[config.mk]
export PLATFORM = sky130hd
export DESIGN_NAME = dmem_resp
export DESIGN_NICKNAME = d
export VERILOG_FILES = /design/src/rtl/dmem_resp.sv
export SDC_FILE = /design/constraint.sdc
export NUM_CORES = 2
export LEC_CHECK = 0
export ABC_CLOCK_PERIOD_IN_PS = 9000
export BUFFER_PORTS_ARGS = -buffer_cell sky130_fd_sc_hd__buf_2
export CAP_MARGIN = 20
export CORE_MARGIN = 2
export CORE_UTILIZATION = 55
export CTS_BUF_LIST = sky130_fd_sc_hd__clkbuf_4 sky130_fd_sc_hd__clkbuf_8
export DETAILED_ROUTE_END_ITERATION = 7
export GPL_TIMING_DRIVEN = 1
export PLACE_DENSITY = 0.71
export SKIP_CTS_REPAIR_TIMING = 1
export SYNTH_ARGS = -nofsm -noshare
export SYNTH_HDL_FRONTEND = slang
export SYNTH_SLANG_ARGS = --single-unit
export TNS_END_PERCENT = 20
[constraint.sdc]
create_clock -name clk -period 9 [get_ports clk]
set_clock_uncertainty 0.2 [all_clocks]
set_input_delay 0.45 -clock clk [delete_from_list [all_inputs] [get_ports clk]]
set_output_delay 0.45 -clock clk [all_outputs]
set_load 0.01 [all_outputs]
[src/rtl/dmem_resp.sv]
// Multi-cycle data-memory responder for the cpu MEM stage: a word-addressed RAM
// with a fixed access latency, a stall handshake and a saturating stall counter.
module dmem_resp #(
  parameter int unsigned ADDR_W  = 8,
  parameter int unsigned LATENCY = 2
) (
  input  logic        clk,
  input  logic        rst,
  input  logic        re,
  input  logic        we,
  input  logic [15:0] addr,
  input  logic [15:0] wdata,
  output logic [15:0] rdata,
  output logic        stall,
  output logic        ack,
  output logic        err,
  output logic [15:0] stall_cycles
);

  logic [15:0]       mem [2**ADDR_W];
  logic              req;
  logic [ADDR_W-1:0] acc_addr;
  logic [15:0]       acc_wdata;
  logic              acc_write;
  logic              acc_err;
  logic              unused_addr;

  assign req         = re | we;
  assign unused_addr = ^addr;

  // Both latency flavours funnel into one access port: acc_* describe the
  // access completing in the cycle ack is high.
  generate
    if (LATENCY == 0) begin : g_comb
      assign stall     = 1'b0;
      assign ack       = !rst && req;
      assign acc_addr  = addr[ADDR_W-1:0];
      assign acc_wdata = wdata;
      assign acc_write = we;
      assign acc_err   = re && we;
    end else begin : g_fsm
      typedef enum logic {IDLE, BUSY} state_t;
      state_t            state, state_n;
      logic [3:0]        cnt;
      logic [ADDR_W-1:0] addr_q;
      logic [15:0]       wdata_q;
      logic              op_q;
      logic              err_q;

      always_ff @(posedge clk) begin
        if (rst) begin
          state <= IDLE;
          cnt   <= '0;
        end else begin
          state <= state_n;
          if (state == IDLE && req) begin
            addr_q  <= addr[ADDR_W-1:0];
            wdata_q <= wdata;
            op_q    <= we;
            err_q   <= re && we;
            cnt     <= 4'(LATENCY - 1);
          end else if (state == BUSY && cnt != '0) begin
            cnt <= cnt - 4'd1;
          end
        end
      end

      always_comb begin
        state_n = state;
        stall   = 1'b0;
        ack     = 1'b0;
        if (!rst) begin
          case (state)
            IDLE: if (req) begin
              stall   = 1'b1;
              state_n = BUSY;
            end
            BUSY: if (cnt != '0) begin
              stall = 1'b1;
            end else begin
              ack     = 1'b1;
              state_n = IDLE;
            end
            default: state_n = IDLE;
          endcase
        end
      end

      assign acc_addr  = addr_q;
      assign acc_wdata = wdata_q;
      assign acc_write = op_q;
      assign acc_err   = err_q;
    end
  endgenerate

  always_ff @(posedge clk) begin
    if (ack && acc_write) mem[acc_addr] <= acc_wdata;
  end

  assign rdata = (ack && !acc_write) ? mem[acc_addr] : '0;
  assign err   = ack && acc_err;

  always_ff @(posedge clk) begin
    if (rst) stall_cycles <= '0;
    else if (stall && stall_cycles != '1) stall_cycles <= stall_cycles + 16'd1;
  end

endmodule

==> flow_summary.json <==
{
  "cts_num_sinks": 4151,
  "vias": 81436,
  "die_h_um": 546.3,
  "final_common_cell": "edfxtp_1",
  "min_period_over_period_pct": 77.85,
  "power_leakage_nw": 57.77,
  "finalNonFillerCells": 12594,
  "cp_slowest_stage_delay_ns": 0.96,
  "vdd_drop_max_uv": 153.8,
  "core_area_mm2": 0.2933,
  "area_delta_synth_final_pct": 11.33,
  "crit_chain": "buf_12, buf_4, mux4_1, and2_0, a2111oi_0, a31oi_1, nand3_1, or4_1, o31ai_1, buf_2",
  "cp-start-kind": "flip-flop",
  "fin_tns_setup_ns": 0,
  "rsz0062_at_grt": "no",
  "relSlewSlack_pct": -17.23,
  "gp_congestion": 0.8705,
  "dp_hpwl_um": 234100,
  "combPwrFrac_pct": 7.6,
  "worstHoldPathCells": 3,
  "rr_worst_depth": 10,
  "grt_max_degree": 194,
  "fin_area_mm2": 0.1801,
  "final_cell_mix": "edfxtp_1 (4122), mux4_2 (713), clkbuf_8 (650)",
  "async_flop_share_pct": 0,
  "cp.arrival_ns": 6.36,
  "port_buffers": 62,
  "violations": "slew limit",
  "layout.nets": 8216,
  "crit_cells": 10,
  "p_seq_share_pct": 53.9,
  "p_int_w": 0.03034,
  "holdCritPathClass": "in2reg",
  "synth_ff_type": "edfxtp_1",
  "drt_iter0_drc": 10957,
  "fmax_mhz": 142.7,
  "tightest_slew_ns": 1.758,
  "postRouteAntennaNets": 0,
  "synth_cell_types": 78,
  "final_util_pct": 61.41,
  "crit_required_ns": 8.35,
  "htree_levels": 6,
  "pre_cts_slack_ns": 3.342,
  "post-route-min-period_ns": 7.007,
  "synth_edf_count": 4122,
  "path_class": "reg2out",
  "insertion_delay_ns": 1.23,
  "end_kind": "output pin",
  "synth.ff_latch_count": 4151,
  "start_util_pct": 55.15,
  "cts_tree": "built",
  "grt_pass1_wl_um": 579400,
  "power_switching_share_pct": 23.33,
  "cts.path.max_buffers": 4,
  "drcViolationCount": 0,
  "die_width_um": 546.3,
  "syn-num-nets": 7453,
  "finalHoldViolCount": 0,
  "root_buffer": "clkbuf_8",
  "setup_viol": 0,
  "wirelength_um": 410400,
  "cp_num_buf_inv": 3,
  "setup_slack_ns": 1.993,
  "wl_per_cell_um": 32.59,
  "powerDensity_mw_per_mm2": 219.7,
  "drt-pass1-iter-count": 6,
  "cp_max_fo": 53,
  "via_per_inst": 6.466,
  "grt.total_usage_pct": 27.19,
  "critical-path-slowest-cell": "dfxtp_4",
  "dpl_cell_area_mm2": 0.1668,
  "power.net_switching_w": 0.009234,
  "syn_avg_cell_area_um2": 21.82,
  "placed_cells": 11375,
  "syn_inst": 7415,
  "run_status": "finished with violations",
  "grt_pass1_vias": 81198,
  "antenna_found_initial": 23,
  "die_area_mm2": 0.2985,
  "yosysWarnings": 0,
  "crit_family": "buffers and inverters",
  "finalMaxSlewViolations": 100,
  "drive_gt1_share_pct": 27.08,
  "maxCapViolCount": 0,
  "path_clk_slew_ns": 0.06,
  "synth_area_mm2": 0.1618,
  "rows": 199,
  "nFillCells": 20077,
  "cts_buffers": 645,
  "ioPinCount": 71,
  "grt_overflow": 0,
  "pwr-share-clk_pct": 38.5,
  "yosysSeqAreaShare_pct": 76.87
}
-- metrics by stage --
stage               hold slack, ns  power [W]
CTS                        -0.8645    0.03970
global placement            0.2898    0.02462
global route               0.01604    0.04069
finish                    0.003099    0.03957
floorplan                   0.2639    0.02385
detailed placement          0.2991    0.02467
-- power by group through the flow --
stage               Clock, W  Combinational, W  Sequential, W
floorplan                  0           0.00193         0.0219
global placement           0           0.00288         0.0217
detailed placement         0           0.00294         0.0217
CTS                   0.0154           0.00294         0.0213
global route          0.0163           0.00311         0.0213
finish                0.0152           0.00299         0.0213
-- path summary, 6_finish.rpt --
path / startpoint / slack [ns] / to
worst max-delay path: flip-flop / 1.99 / rdata[15]
worst min-delay path: rst / 0.003 / stall_cycles[3]
worst max register to register: g_fsm.cnt[0] / 3.79 / mem[119][1]
worst min register to register: g_fsm.cnt[0] / 0.31 / g_fsm.cnt[0]
-- final cells by class --
class                           count  area, um^2  area share, %
Timing Repair Buffer              540        4678          2.597
Clock buffer                      878       10660          5.917
Tap cell                         3919        4903          2.723
Clock inverter                    253        1709         0.9490
Inverter                            7       38.79        0.02154
Sequential cell                  4151      124400          69.06
Multi-Input combinational cell   2833       33710          18.72
Antenna cell                       13       32.53        0.01806
-- worst register-to-register path, stage by stage (launching register included) --
cell	delay (ns)
dfxtp_1	0.32
inv_1	0.08
ha_1	0.16
or3b_4	0.40
nor3b_2	0.74
and2_1	0.36
nand2_1	0.08
nor2_1	0.26
nand3_1	0.75
nor2_1	1.18
buf_4	0.37
-- registers in the layout (all words and copies together) (netlist names), named ones only --
register and flops:
mem 4096, acc_wdata 16, acc_write 1, g_fsm.state 1
g_fsm.cnt 4, stall_cycles 16, acc_addr 8, acc_err 1
-- synth_stat cells, types with 69 or more instances --
master    number  share of area, %
a21oi_1      132              0.41
buf_2         69              0.21
buf_6         73              0.51
clkbuf_1      96              0.22
edfxtp_1    4122                77
mux2i_1      554               3.4
mux4_1       111               1.8
mux4_2       713               9.9
nand2_1      108              0.25
nor2_1       326              0.76
o221ai_1     193               1.0
o22ai_1      140              0.54
-- logic make-up after synthesis --
| group | synth area share (%) |
|---|---|
| AOI/OAI and AO/OA | 3.542 |
| DFF | 76.87 |
| xor gates and xnor gates | 0.07580 |
| adders and majority gates | 0.01547 |
| muxes | 15.28 |
| and+or+nand+nor | 1.795 |
| buffers and inverters | 2.423 |
-- per-layer routing --
| layer | vias up | part of all wire, % | global-route usage [%] |
|---|---|---|---|
| met5 | - | 0.020 | 0 |
| met4 | 12 | 4.5 | 11.74 |
| met3 | 805 | 11 | 7.108 |
| met2 | 4826 | 48 | 42.55 |
| met1 | 42664 | 37 | 36.43 |
| li1 | 33129 | - | - |
No activity file was read; power rests on OpenSTA's default activity.
